**config.mk**
```make
export PLATFORM = sky130hd
export DESIGN_NAME = barrel_shifter_right_arithmetic_64
export DESIGN_NICKNAME = d
export VERILOG_FILES = /design/src/rtl/barrel_shifter_right_arithmetic_64.sv
export SDC_FILE = /design/constraint.sdc
export NUM_CORES = 1
export LEC_CHECK = 0
export CAP_MARGIN = 25
export CORE_ASPECT_RATIO = 0.5
export CORE_MARGIN = 2
export CORE_UTILIZATION = 48
export DETAILED_ROUTE_END_ITERATION = 10
export MAX_ROUTING_LAYER = met4
export PLACE_DENSITY = 0.83
export SYNTH_ARGS = -nofsm -noshare
export SYNTH_HDL_FRONTEND = slang
export SYNTH_SLANG_ARGS = --single-unit
```
**constraint.sdc**
```tcl
create_clock -name clk -period 0.8 [get_ports clk]
set_input_delay 0.16 -clock clk [delete_from_list [all_inputs] [get_ports clk]]
set_output_delay 0.16 -clock clk [all_outputs]
set_load 0.02 [all_outputs]
```
**src/rtl/barrel_shifter_right_arithmetic_64.sv**
```systemverilog
// 64-bit arithmetic right barrel shifter, six-stage log mux, registered out.
// Ports: clk, rst_n (async low), data[63:0], _shift[63:0] (uses [5:0]), out[63:0].
module barrel_shifter_right_arithmetic_64 (
  input  logic        clk,
  input  logic        rst_n,
  input  logic [63:0] data,
  input  logic [63:0] _shift,
  output logic [63:0] out
);

  logic [5:0]  sh;
  logic        s;
  logic [63:0] st [0:6];
  logic        unused_hi;

  assign sh        = _shift[5:0];
  assign s         = data[63];
  assign unused_hi = ^_shift[63:6];
  assign st[0]     = data;

  // Each stage fills from the original sign bit, not the stage input MSB.
  for (genvar k = 0; k < 6; k++) begin : g_stage
    localparam int N = 1 << k;
    assign st[k+1] = sh[k]
      ? {{N{s}}, st[k][63:N]}
      : st[k];
  end

  always_ff @(posedge clk or negedge rst_n) begin
    if (!rst_n) out <= '0;
    else        out <= st[6];
  end

endmodule

```
## Yosys cells after proc, flatten, opt, wreduce, memory -nomap -nowiden

Cells that the tools add are included.
Widths: inputs -> output; s select.

| operators by class | value |
|---|---|
| muxes and demuxes | 6 |

Operator list:

| operator | number |
|---|---|
| $mux 63 | 6 |

| word-level totals | value |
|---|---|
| word-level logic and storage cells | 7 |
| register bits | 64 |

## Logic depth before layout (Yosys ltp)

Gate-level depths: netlist (run 1).

| logic depth | value |
|---|---|
| depth after elaboration | 6 |
| depth in mapped cells | 9 |
| depth with buffers taken out | 5 |

## Least setup slack after synthesis (run 1)

No wires, ideal clock.

| timing path | value |
|---|---|
| path kind | input to register |
| start | input port _shift[1] |
| end | register out[24] |
| cell stages on the path | 6 |
| setup time | 0.125 ns |
| data arrival time | 2.026 ns |
| path slack | -1.351 ns |
| path through | buf_2 > clkbuf_1 > mux4_2 > mux2_2 > mux4_2 > mux2_4 |

RTL lines:

| what | RTL line | source |
|---|---|---|
| start: declaration | 7 | `input logic [63:0] _shift,` |
| end signal: assignment | 31 | `else out <= st[6];` |
| end: declaration | 8 | `output logic [63:0] out` |

==> reports/metrics.cfg, run 1 <==
[synth]
yosysSeqAreaShare = 0.268
yosys-top-cells-area = dfrtp_1 (27%), mux4_2 (25%), mux2_2 (8.3%)
synth_common_cells = mux4_2 (65), dfrtp_1 (64), nand2_1 (55), nor2_1 (52), mux2_2 (44)
synth_area_leader_cell = dfrtp_1
yosys_warnings = 0
netlist_area_um2 = 5970
ys_ff_latch = 64
netlist_instances = 572
yosysMostFrequentCell = mux4_2
synth_nets = 702
yosys_most_used_dff = dfrtp_1
synth_cell_types = 58
ys_async_sr_fraction = 1.00
yosysTopAreaCellShare = 0.268
synth-edff-count = 0
synth_area_per_cell_um2 = 10.4

[sta]
slew_headroom = 0.587
fmax_mhz = 530
slew_viol_final = 0
worst_pin_slew_ns = 0.618
finalSetupViolCount = 127
finalCritPeriodShare = 2.36
setup_slack_ns = -1.09
finalHoldViolations = 0
rsz0062_at_grt = yes
period_needed_ns = 1.89
setup_tns_ns = -63.10

[final_layout]
area_growth_pct = 82.4
top_regs = out x64
final_area_um2 = 10900
drive_above_1_share = 0.698
nFillCells = 425
largest_reg_flops = 64
largest_register = out
nNetsFinal = 1028

[worst_hold_path]
min_path_type = primary input to asynchronous set/reset pin

[clocking]
cts_root_buf = clkbuf_16
htreeDepth = 3
cts_tree = yes
path_clk_slew_ns = 0.06
ctsLongestPathBuffers = 2
cts.sinks = 64
numCtsBuffers = 9

[place]
io_buffers = 135
place.gp.congestion = 1.04
dpl_cell_area_um2 = 8690
dp.final_hpwl_mm = 21.0
dp_slack_ns = -1.95

[power]
internal_power_uw = 10400
p_sw_uw = 6310
netSwitchingFraction = 0.377
p_total_uw = 16700
vdd.ir_drop.worst_mv = 1.54
p_clk_frac = 0.234
pwr-share-comb = 0.536
power_frac_seq = 0.231
powerDensity_nw_per_um2 = 1540
cellLeakagePower_uw = 0.00470

[status]
status = complete, but fails checks
violations = setup timing

[critical_path]
slowest_delay_ns = 0.52
cp-start-kind = primary input
crit_path_end_kind = flop
crit_path_max_fanout = 6
worstSetupPathType = primary input to flop
crit_chain = buf_16 > buf_8 > buf_12 > buf_4 > mux4_2 > mux2i_1 > a21oi_1 > o21ai_2 > o211ai_1
cp_slowest_cell = mux4_2
cp.arrival_ns = 2.06
cp_top_family = multiplexers
cp.required_ns = 0.98
path_buf_inv = 4

[drt]
routedWlPerCell_um = 31.7
via_per_inst = 7.27
vias = 7766
drc_errors = 0
dr.pass1.iters = 6
drt_iter0_markers = 1439
detail-route-antenna-nets = 0
drt-total-wl_mm = 33.8

[grt]
grt_max_degree = 65
grt_pass1_vias = 6980
antenna_found_initial = 1
grt_pass1_wl_mm = 42.6
overflow = 0
grt_use_total = 0.441

[flow_run]
drv_cap = 0

[floorplan]
coreArea_um2 = 12000
initial_core_util = 0.499
die_w_um = 162
io_pins = 194
row_count = 28
die_area_um2 = 13400
die_h_um = 82.9

-- power by group through the flow --
stage | clock, µW | sequential [µW] | combinational [µW]
CTS | 3820 | 3850 | 7630
global placement | 0 | 3790 | 6380
global route | 4040 | 3880 | 9070
detailed placement | 0 | 3820 | 6460
floorplan | 0 | 4320 | 2650
finish | 3910 | 3870 | 8970
-- layout by cell type, fill, tap and decap left out, drive strengths merged, types with 5 or more instances in the layout --
cell type,n
a211oi,11
a21oi,33
a221oi,6
and3,5
buf,340
clkbuf,13
clkdlybuf4s50,8
clkinv,7
dfrtp,64
dlygate4sd2,14
mux2,52
mux2i,41
mux4,65
nand2,55
nand2b,7
nor2,52
nor3,6
o211ai,9
o21ai,24
o221ai,7
o22a,5
o22ai,10
or2,6
-- cell type report --
type	instances	area, µm²	area share
inverters	4	22.5	0.00207
diodes	1	2.50	0.000230
multi-input cells	447	5170	0.475
repair inverters	1	5.00	0.000459
well taps	165	206	0.0189
flip-flops and latches	64	1600	0.147
repair buffers	371	3600	0.330
clock buffers	9	225	0.0207
clock inverters	6	61.3	0.00563
-- through the flow --
stage                     hold slack, ns  instances  utilization
after floorplan                   -0.136        572            -
final                              0.352       1068        0.909
after CTS                          0.360       1044        0.848
after global placement             0.187        989        0.726
after detailed placement           0.198        989        0.726
after global routing               0.387       1068        0.909
-- final timing paths --
kind                           start  endpoint  slack [ns]  depth (start not counted)
min in group clk            data[63]   out[63]        0.40                          2
max in group asynchronous      rst_n   out[37]        0.15                          3
max                        _shift[0]    out[1]       -1.09                          9
min                            rst_n   out[63]        0.35                          3
-- cell families after synthesis --
kind of cell / synth area share
muxes: 0.412
and+or+nand+nor: 0.106
AOI/OAI and AO/OA: 0.165
DFF: 0.268
buffers and inverters: 0.0486
-- routing by layer --
layer | GRT usage | wire [µm] | vias up
li1 | - | - | 2904
met5 | - | 0 | -
met2 | 0.631 | 14200 | 903
met4 | 0.133 | 2000 | 0
met3 | 0.199 | 5900 | 244
met1 | 0.564 | 11700 | 3715
-- timing repair --
item                                   in CTS  in global routing
buffers inserted                           37                 25
resized for setup                         801                120
hold buffers                                1                  0
endpoints found under the hold margin      64                  0
cloned                                      6                  3
pin swaps                                  30                 56
setup endpoints to repair                 128                127
Note: power is estimated with default switching activity, not from simulation.
==> run 2, diff against run 1 <==
--- a/config.mk
+++ b/config.mk
@@ -5,13 +5,13 @@
 export SDC_FILE = /design/constraint.sdc
 export NUM_CORES = 1
 export LEC_CHECK = 0
-export CAP_MARGIN = 25
+export CAP_MARGIN = 20
 export CORE_ASPECT_RATIO = 0.5
 export CORE_MARGIN = 2
-export CORE_UTILIZATION = 48
+export CORE_UTILIZATION = 35
 export DETAILED_ROUTE_END_ITERATION = 10
 export MAX_ROUTING_LAYER = met4
-export PLACE_DENSITY = 0.83
+export SKIP_LAST_GASP = 1
 export SYNTH_ARGS = -nofsm -noshare
 export SYNTH_HDL_FRONTEND = slang
 export SYNTH_SLANG_ARGS = --single-unit
==> run 2 against run 1 <==
  * Final cell count rose by 4.9%
  * Combinational power shrank 6.1%
  * Worst hold slack worse by 0.11 ns
  * Sequential share of layout area shrank 0.20 points
  * Final area increased by 1.4%
  * Setup slack worse by 0.065 ns
  * Clock-buffer cell count stayed put
  * Via count shrank 15%
  * Clock power up 10%
  * Wire length is 19% lower
  * The flow still finishes with violations (setup timing)
==> reports/metrics.cfg, run 2 (same netlist as run 1, synthesis figures left out) <==
[status]
status = complete, but fails checks
violations = setup timing

[sta]
period_needed_ns = 1.95
setup_slack_ns = -1.15
finalHoldViolations = 0
fmax_mhz = 513
rsz0062_at_grt = yes
slew_headroom = 0.646
setup_tns_ns = -68.15
slew_viol_final = 0
finalCritPeriodShare = 2.44
worst_pin_slew_ns = 0.528
finalSetupViolCount = 127

[floorplan]
io_pins = 194
die_h_um = 96.4
die_area_um2 = 18200
coreArea_um2 = 16600
initial_core_util = 0.361
die_w_um = 189
row_count = 33

[final_layout]
fin_util = 0.667
final_cell_mix = buf_4 (148), buf_6 (113), mux4_2 (65)
nNetsFinal = 1018
drive_above_1_share = 0.628
top_regs = out x64
largest_reg_flops = 64
nFillCells = 1287
area_growth_pct = 84.9
antenna_cells = 0
largest_register = out
final_area_um2 = 11000
layout_commonest_cell = buf_4

[clocking]
numCtsBuffers = 9
cts_root_buf = clkbuf_16
htreeDepth = 3
cts_tree = yes
ctsLongestPathBuffers = 2
path_clk_slew_ns = 0.06
cts.sinks = 64

[drt]
detail-route-antenna-nets = 0
via_per_inst = 5.91
drc_errors = 0
routedWlPerCell_um = 24.5
drt-total-wl_mm = 27.4
drt_iter0_markers = 770
vias = 6614
dr.pass1.iters = 6

[critical_path]
crit_end = out[1]
cp.required_ns = 0.96
cp-start-kind = primary input
crit_path_max_fanout = 8
startpoint = _shift[0]
crit_path_end_kind = flop
worstSetupPathType = primary input to flop
slowest_delay_ns = 0.56
crit_chain = buf_16 > buf_8 > mux4_2 > mux2_4 > and3_4 > nor4_4 > buf_4 > o211ai_1
cp.arrival_ns = 2.11
cp_slowest_cell = mux4_2

[flow_run]
drv_cap = 0

[power]
cellLeakagePower_uw = 0.00470
powerDensity_nw_per_um2 = 1500
vdd.ir_drop.worst_mv = 1.09

[grt]
grt_pass1_wl_mm = 39.3
grt_max_degree = 25
grt_use_total = 0.304
overflow = 0
antenna_found_initial = 0
grt_pass1_vias = 6182

[place]
io_buffers = 135
dp.final_hpwl_mm = 20.6
place.gp.congestion = 0.987
dpl_cell_area_um2 = 8760

[worst_hold_path]
min_path_type = primary input to asynchronous set/reset pin

-- run 2: cell types whose count changed in the layout (fill, tap and decap cells not counted), sizes merged --
cell           delta
clkdlybuf4s50     +8
bufbuf            +1
bufinv            +1
diode             -1
clkdlybuf4s18     -1
clkdlybuf4s15     +3
buf              -45
inv               +2
clkinv            -3
dlygate4sd2      +26
clkbuf            -1
-- run 2: layer usage --
metal  GRT usage  vias to the layer above  wire length (µm)
met1       0.470                     3295             13000
met4      0.0449                        0               366
met2       0.416                      391             11300
met5           -                        -                 0
met3      0.0567                       37              2830
li1            -                     2891                 -
-- run 2: timing repair --
| item | in CTS | in global routing |
|---|---|---|
| setup endpoints to repair | 127 | 127 |
| cloned | 7 | 2 |
| hold endpoints to repair | 64 | 0 |
| hold buffers | 1 | 0 |
| resized for setup | 637 | 114 |
| buffers inserted | 30 | 26 |
| pin swaps | 31 | 49 |
-- run 2: layout make-up --
class / instances / area, µm² / share of cell area
timing repair buffer: 362 / 3670 / 0.333
clock buffer: 9 / 225 / 0.0204
sequential: 64 / 1600 / 0.145
inverter: 4 / 20.0 / 0.00181
tap: 227 / 284 / 0.0257
multi-input combinational: 447 / 5140 / 0.465
clock inverter: 7 / 103 / 0.00929
-- run 2: how the worst min path moves through the flow --
stage          cells past startpoint      end  slack (ns)   from
2_1_floorplan                      0   out[0]       -0.14  rst_n
3_3_place_gp                       1  out[32]        0.05  rst_n
3_5_place_dp                       1  out[40]        0.05  rst_n
4_1_cts                            2  out[40]        0.23  rst_n
5_1_grt                            2  out[40]        0.26  rst_n
6_report                           2  out[40]        0.24  rst_n
-- run 2: through the flow --
stage	total power (µW)	setup slack [ns]	std cells	hold WS, ns
3_3_place_gp	10200	-1.75	1045	0.0491
2_1_floorplan	6970	-1.24	572	-0.136
5_1_grt	17100	-1.10	1120	0.257
6_report	16600	-1.15	1120	0.237
4_1_cts	15700	-1.07	1097	0.232
3_5_place_dp	10300	-1.75	1045	0.0526
-- run 2: power by group --
| part | switching (µW) | internal [µW] |
|---|---|---|
| Combinational | 4080 | 4350 |
| Sequential | 217 | 3630 |
| Clock | 1560 | 2760 |
| Total | 5850 | 10700 |
-- run 2: worst max-delay path: cells and delay by family --
kind,cells,cell delay (ns)
and+or+nand+nor,2,0.43
AOI/OAI and AO/OA,1,0.16
muxes,2,0.88
buffers and inverters,3,0.47
==> run 3, diff against run 2 <==
==> constraint.sdc (replaced) <==
create_clock -name clk -period 1.93 [get_ports clk]
set_input_delay 0.386 -clock clk [delete_from_list [all_inputs] [get_ports clk]]
set_output_delay 0.386 -clock clk [all_outputs]
set_load 0.02 [all_outputs]
==> run 3 against run 2 <==
  * The run still ends with setup timing left
  * Non-clock buffer count is 24 lower
  * Wire length is 0.30% lower
  * Sequential share of layout area is 1.4 points higher
  * Final area is 8.9% lower
  * Sequential power is 60% lower
  * Die area stayed put
  * Utilization is 5.9 points lower
  * Critical path type unchanged
  * Largest cell class unchanged
  * Largest power group unchanged
  * Highest routed layer unchanged
==> reports/metrics.cfg, run 3 (same netlist as run 1, synthesis figures left out) <==
[worst_hold_path]
min_path_type = primary input to asynchronous set/reset pin

[final_layout]
drive_above_1_share = 0.461
final_cell_mix = buf_4 (168), clkdlybuf4s50_1 (82), mux4_2 (65)
nNetsFinal = 994
fin_util = 0.608
area_growth_pct = 68.5
top_regs = out x64
largest_register = out
nFillCells = 1423
largest_reg_flops = 64
layout_commonest_cell = buf_4
antenna_cells = 0

[clocking]
cts_tree = yes
path_clk_slew_ns = 0.06
numCtsBuffers = 9
htreeDepth = 3
cts.sinks = 64
ctsLongestPathBuffers = 2
cts_root_buf = clkbuf_16

[floorplan]
die_area_um2 = 18200
die_w_um = 189
die_h_um = 96.4
row_count = 33
initial_core_util = 0.361
coreArea_um2 = 16600
io_pins = 194

[drt]
drt-total-wl_mm = 27.4
routedWlPerCell_um = 25.0
dr.pass1.iters = 5
detail-route-antenna-nets = 0
drt_iter0_markers = 502
vias = 6332
via_per_inst = 5.78
drc_errors = 0

[grt]
grt_max_degree = 42
overflow = 0
grt_pass1_wl_mm = 39.0
grt_use_total = 0.308
grt_pass1_vias = 5999
antenna_found_initial = 0

[critical_path]
crit_path_end_kind = flop
cp-start-kind = primary input
cp.required_ns = 2.14
crit_chain = buf_12 > buf_12 > buf_6 > mux4_2 > mux2_4 > mux4_2 > a22oi_2 > o21ai_1
worstSetupPathType = primary input to flop
cp.arrival_ns = 2.34
path_buf_inv = 3
crit_path_max_fanout = 6
cp_slowest_cell = mux4_2
cp_top_family = multiplexers
slowest_delay_ns = 0.53

[status]
violations = setup timing
status = complete, but fails checks

[sta]
fmax_mhz = 470
finalSetupViolCount = 40
rsz0062_at_grt = yes
period_needed_ns = 2.13
slew_headroom = 0.491
setup_slack_ns = -0.200
finalHoldViolations = 0
worst_pin_slew_ns = 0.761
holdWs_ns = 0.508
slew_viol_final = 0
finalCritPeriodShare = 1.10

[flow_run]
drv_cap = 0

[place]
io_buffers = 135
dp.final_hpwl_mm = 21.7
place.gp.congestion = 0.947

[power]
powerDensity_nw_per_um2 = 628
vdd.ir_drop.worst_mv = 0.377
cellLeakagePower_uw = 0.00427

==> run 3: changes by cell type in the layout (fill, tap and decap cells not counted), sizes merged <==
cell and delta:
inv -1, clkdlybuf4s15 -1, clkbuf +3, buf -95, bufinv -1, dlygate4sd2 -3, clkdlybuf4s50 +66, dlymetal6s2s +7
clkinvlp +1
==> run 3: final cells by class <==
type	instances	area (µm²)	share of cell area
flip-flops and latches	64	1600	0.159
well taps	227	284	0.0282
multi-input cells	447	4630	0.460
repair buffers	338	3230	0.320
clock buffers	10	239	0.0237
clock inverters	6	67.6	0.00671
inverters	4	15.0	0.00149
==> run 3: path summary, 6_finish.rpt <==
path / end / depth (start not counted) / from / slack (ns)
max in group asynchronous: out[49] / 3 / rst_n / 0.89
worst min-delay path: out[63] / 2 / rst_n / 0.51
min in group clk: out[63] / 2 / data[63] / 0.62
worst max-delay path: out[6] / 8 / _shift[0] / -0.20
==> run 3: per-layer routing <==
layer  share of wire  up-vias  track usage  wire (µm)
met4          0.0038        0       0.0345        104
met5               0        -            -          0
li1                -     2831            -          -
met2            0.40      286        0.417      11000
met1            0.49     3206        0.457      13300
met3            0.11        9       0.0932       2940
==> run 3: report_power, final <==
group / internal [µW] / switching [µW] / leakage [µW]
Sequential: 1500 / 45.0 / 0.000746
Combinational: 1570 / 1560 / 0.00338
Clock: 1040 / 609 / 0.000145
==> run 3: repair_timing <==
item                                    4_1_cts  5_1_grt
resized for setup                           117       72
hold buffers                                  1        0
pin swaps                                    10       12
setup buffers                                10       13
endpoints found under the hold margin        12        0
endpoints found under the setup margin       56       55
cloned                                        4        5
==> run 3: stage by stage <==
stage / cell area (µm²) / setup WS, ns / total power, µW / TNS, ns / instances
final: 10100 / -0.200 / 6320 / -3.71 / 1096
after global routing: 10100 / -0.198 / 6570 / -4.98 / 1096
after CTS: 9520 / -0.191 / 6100 / -3.10 / 1078
after detailed placement: 8780 / -1.03 / 4270 / -36.72 / 1048
after global placement: 8780 / -0.961 / 4270 / -36.16 / 1048
after floorplan: 6010 / -0.337 / 2860 / -7.75 / 572
==> edit 1, RTL diff (config.mk and constraints of run 2) <==
Put one more register stage on the output `out`, with the module's reset. The value now appears one clock later. Comments in the files are not updated.
--- a/src/rtl/barrel_shifter_right_arithmetic_64.sv
+++ b/src/rtl/barrel_shifter_right_arithmetic_64.sv
@@ -7,6 +7,8 @@
   input  logic [63:0] _shift,
   output logic [63:0] out
 );
+
+  logic [63:0] out_s0;
 
   logic [5:0]  sh;
   logic        s;
@@ -27,8 +29,16 @@
   end
 
   always_ff @(posedge clk or negedge rst_n) begin
-    if (!rst_n) out <= '0;
-    else        out <= st[6];
+    if (!rst_n) out_s0 <= '0;
+    else        out_s0 <= st[6];
+  end
+
+  always_ff @(posedge clk or negedge rst_n) begin
+    if (!rst_n) begin
+      out <= '0;
+    end else begin
+      out <= out_s0;
+    end
   end
 
 endmodule
Behaviour: not the same (Yosys sat finds a counterexample within 4 cycles, from zero or initial values and one cycle with rst_n low).
==> edit 1 against run 2 <==
The run still ends with setup timing left. Area after synthesis rose by 27%. Sequential cell count is 64 higher. Combinational power rose by 4.8%. First-iteration DRC count decreased by 13%. Wire length increased by 15%. Critical endpoint is now out_s0[24]. Worst setup slack improved by 0.28 ns. Die area is 26% higher. Highest routed layer unchanged. Design area grew 20%. Total power increased by 46%.
==> edit 1: results (changes against run 2) <==
metric,value,unit,change
status,"finished, violations left",,unchanged
failing checks,setup timing,,unchanged
share of cells above drive strength 1,66.8,%,was 62.8%
Post-Syn Nets,766,,was 702
clock skew,0.0135,ns,
crit path launch,_shift[1],,was _shift[0]
Max rail drop VDD,1.15,mV,was 1.09 mV
GRT Total Usage,28.9,%,was 30.4%
leading registers by flop count,"out (64), out_s0 (64)",,was out (64)
Synth top cells by count,"128 x dfrtp_1, 65 x mux4_2, 55 x nand2_1",,"was 65 x mux4_2, 64 x dfrtp_1, 55 x nand2_1"
total wire length,31700,um,was 27400 um
CP max stage delay,0.51,ns,was 0.56 ns
vias in the first global route,7303,,was 6182
Routability Congestion,0.989,,was 0.987
largest net degree at the start of global routing,33,,was 25
"Seq/Total Area, Yosys",42.3,%,was 26.8%
DR pass1 iterations,5,,was 6
final worst slack,-0.871,ns,was -1.15 ns
Critical Path Fanout Max,7,,was 8
Net Switching,7.65,mW,was 5.85 mW
Setup crit end,out_s0[24],,was out[1]
HPWL after DPL,23600,um,was 20600 um
# setup viols final,127,,unchanged
Synth area leaders,"dfrtp_1 42%, mux4_2 19%, mux2_2 6.5%, mux2i_1 5.4%, nand2_1 2.7%",,"was dfrtp_1 27%, mux4_2 25%, mux2_2 8.3%, mux2i_1 6.9%, nand2_1 3.5%"
Final #Nets,1129,,was 1018
cts bufs inserted,17,,was 9
first-pass GRT wire length,47000,um,was 39300 um
Post-synth ARST share,100,%,unchanged
Relative slew margins,60.1,%,was 64.6%
Yosys warning total,0,,unchanged
leakage,5.76,nW,was 4.70 nW
DR iter-0 viols,667,,was 770
WP data arrival,1.98,ns,was 2.11 ns
Final ANT Viol Nets,0,,unchanged
H-tree levels,4,,was 3
Via-to-Cell Ratio,5.69,,was 5.91
crit-path leading delay family,multiplexers,,unchanged
[edit 1: final cells by class]
| type | instances | area (um2) |
|---|---|---|
| Sequential cell | 128 | 3200 |
| Multi-Input combinational cell | 447 | 5190 |
| Clock inverter | 14 | 153 |
| Tap cell | 292 | 365 |
| Timing Repair Buffer | 401 | 3890 |
| Clock buffer | 18 | 439 |
| Inverter | 4 | 20.0 |
| Fill cell | 1643 | 7620 |
[edit 1: routing by layer]
metal / track usage, % / part of all wire (%) / vias up
met2: 39.8 / 43 / 384
met3: 5.63 / 8.9 / 37
met5: - / 0 / -
met4: 5.84 / 1.3 / 0
li1: - / - / 3184
met1: 43.9 / 47 / 3814
[edit 1: how the worst min path moves through the flow]
stage                      from      end  slack, ns
final                     rst_n  out[63]       0.13
after global routing      rst_n  out[63]       0.16
after CTS                 rst_n  out[63]       0.12
after detailed placement  rst_n  out[63]       0.03
after global placement    rst_n   out[6]       0.02
after floorplan           rst_n   out[0]      -0.14
[edit 1: stage by stage]
| stage | TNS (ns) | instance area [um2] | setup WS [ns] | cells |
|---|---|---|---|---|
| floorplan | -61.33 | 7690 | -1.24 | 636 |
| global placement | -116.66 | 10800 | -1.85 | 1214 |
| detailed placement | -118.18 | 10800 | -1.87 | 1214 |
| CTS | -59.87 | 12800 | -0.846 | 1294 |
| global route | -64.63 | 13300 | -0.878 | 1304 |
| finish | -61.73 | 13300 | -0.871 | 1304 |
[edit 1: what timing repair did]
action,in CTS,in global routing
endpoints found under the hold margin,128,0
resized for setup,833,88
pin swaps,65,51
endpoints found under the setup margin,127,127
cloned,9,0
hold buffers,1,0
setup buffers,43,16
[edit 1: power groups by stage]
stage	Combinational (mW)	Clock, mW	Sequential [mW]
floorplan	2.65	0	8.06
global placement	6.77	0	7.63
detailed placement	6.77	0	7.66
CTS	8.15	7.80	7.63
global route	9.16	8.11	7.70
finish	8.82	7.71	7.62
[edit 1: cells by family (layout without fill, tap and decap cells)]
kind of cell / count (synthesis) / count (layout) / share of synthesized area [%]
mux: 158 / 158 / 32.5
simple gates: 146 / 146 / 8.39
compound gates: 143 / 143 / 13.0
flops: 128 / 128 / 42.3
buf+inv: 61 / 437 / 3.83
==> edit 2, RTL diff (settings of run 2) <==
Made on the original files. Register the inputs `data` and `_shift` before use. The logic sees them one clock later.
--- a/src/rtl/barrel_shifter_right_arithmetic_64.sv
+++ b/src/rtl/barrel_shifter_right_arithmetic_64.sv
@@ -8,15 +8,23 @@
   output logic [63:0] out
 );
 
+  logic [63:0] data_q;
+  logic [63:0] _shift_q;
+
+  always_ff @(posedge clk) begin
+    data_q   <= data;
+    _shift_q <= _shift;
+  end
+
   logic [5:0]  sh;
   logic        s;
   logic [63:0] st [0:6];
   logic        unused_hi;
 
-  assign sh        = _shift[5:0];
-  assign s         = data[63];
-  assign unused_hi = ^_shift[63:6];
-  assign st[0]     = data;
+  assign sh        = _shift_q[5:0];
+  assign s         = data_q[63];
+  assign unused_hi = ^_shift_q[63:6];
+  assign st[0]     = data_q;
 
   // Each stage fills from the original sign bit, not the stage input MSB.
   for (genvar k = 0; k < 6; k++) begin : g_stage
Formal check against the unedited RTL: not equivalent (Yosys sat finds a counterexample within 4 cycles, from zero or initial values and one cycle with rst_n low).
==> edit 2 against run 2 <==
The run still ends with setup timing left. Core utilization down 6.6 points. Total power increased by 43%. Final cell count increased by 11%. Wire length rose by 8.4%. Sequential power rose by 100%. Area after synthesis is 23% higher. Combinational power down 5.5%. Worst setup slack got worse by 0.42 ns. Clock power rose by 87%. Design area increased by 12%. Non-clock buffer count is 7 lower. Sequential cell count up 70. Critical endpoint is now out[24]. Highest routed layer unchanged.
==> edit 2: results (changes against run 2) <==
metric,value,unit,change
Post CTS Setup Buffer Count,18,,was 30
DR iter-0 viols,603,,was 770
Clock Power Share,33.9,%,was 26.0%
Post-synth ARST share,47.8,%,was 100%
hold_ws,0.159,ns,was 0.237 ns
CP max stage delay,0.53,ns,was 0.56 ns
Post-Syn Nets,772,,was 702
Pwr Density,1920,mW/mm2,was 1500 mW/mm2
CTS resizes,495,,was 637
first-pass GRT wire length,43600,um,was 39300 um
leading registers by flop count,"data_q (64), out (64), _shift_q (6)",,was out (64)
DP Area,0.0104,mm2,was 0.00876 mm2
GRT Total Usage,27.7,%,was 30.4%
# setup viols final,127,,unchanged
"Seq/Total Area, Yosys",40.7,%,was 26.8%
Synth Area in Compound Gates,13.3,%,was 16.5%
Non-clk bufs,355,,was 362
status,"finished, violations left",,unchanged
fraction of area in multi-input gates,39.4,%,was 46.5%
Final #Nets,1089,,was 1018
clock network area share,4.98,%,was 2.97%
DR pass1 iterations,5,,was 6
met2 track demand over resource,36.4,%,was 41.6%
Max rail drop VDD,1.33,mV,was 1.09 mV
met1 Usage GRT,40.4,%,was 47.0%
final worst slack,-1.57,ns,was -1.15 ns
Place WS,-1.68,ns,was -1.75 ns
Worst-Margin Slew,0.678,ns,was 0.528 ns
Internal,16.4,mW,was 10.7 mW
failing checks,setup timing,,unchanged
Non-Filler Instances,1245,,was 1120
Seq Cell Count,134,,was 64
WP data arrival,2.70,ns,was 2.11 ns
Seq/total area,24.3,%,was 14.5%
total wire length,29800,um,was 27400 um
combinational share of power,33.4,%,was 50.8%
edit 2: changes by cell type in the layout (fill, tap and decap cells not counted), moves of 5 or more:
cell,change
dfxtp_1,+67
clkdlybuf4s50_1,+54
dlygate4sd2_1,-40
mux2i_2,+11
clkbuf_16,+10
buf_6,-9
mux2i_4,-8
buf_16,-7
buf_4,+7
nand2_1,+6
buf_2,-5
edit 2: kinds of logic (layout without fill, tap and decap cells):
kind of cell    after synthesis  after routing
buf+inv                      61            391
compound gates              143            143
flops                       134            134
simple gates                146            146
mux                         158            158
edit 2: path summary, 6_finish.rpt:
kind,from,to,cells after the start
hold reg to reg,data_q[63],out[63],1
hold / removal,_shift[1],_shift_q[1],1
setup / recovery,_shift_q[0],out[24],6
min in group asynchronous,rst_n,out[31],3
setup reg to reg,_shift_q[0],out[24],6
max in group asynchronous,rst_n,out[40],3
edit 2: per-layer routing:
layer	wire length, um	part of all wire [%]
met3	3000	10
met5	0	0
met1	14300	48
met4	405	1.4
met2	12000	40
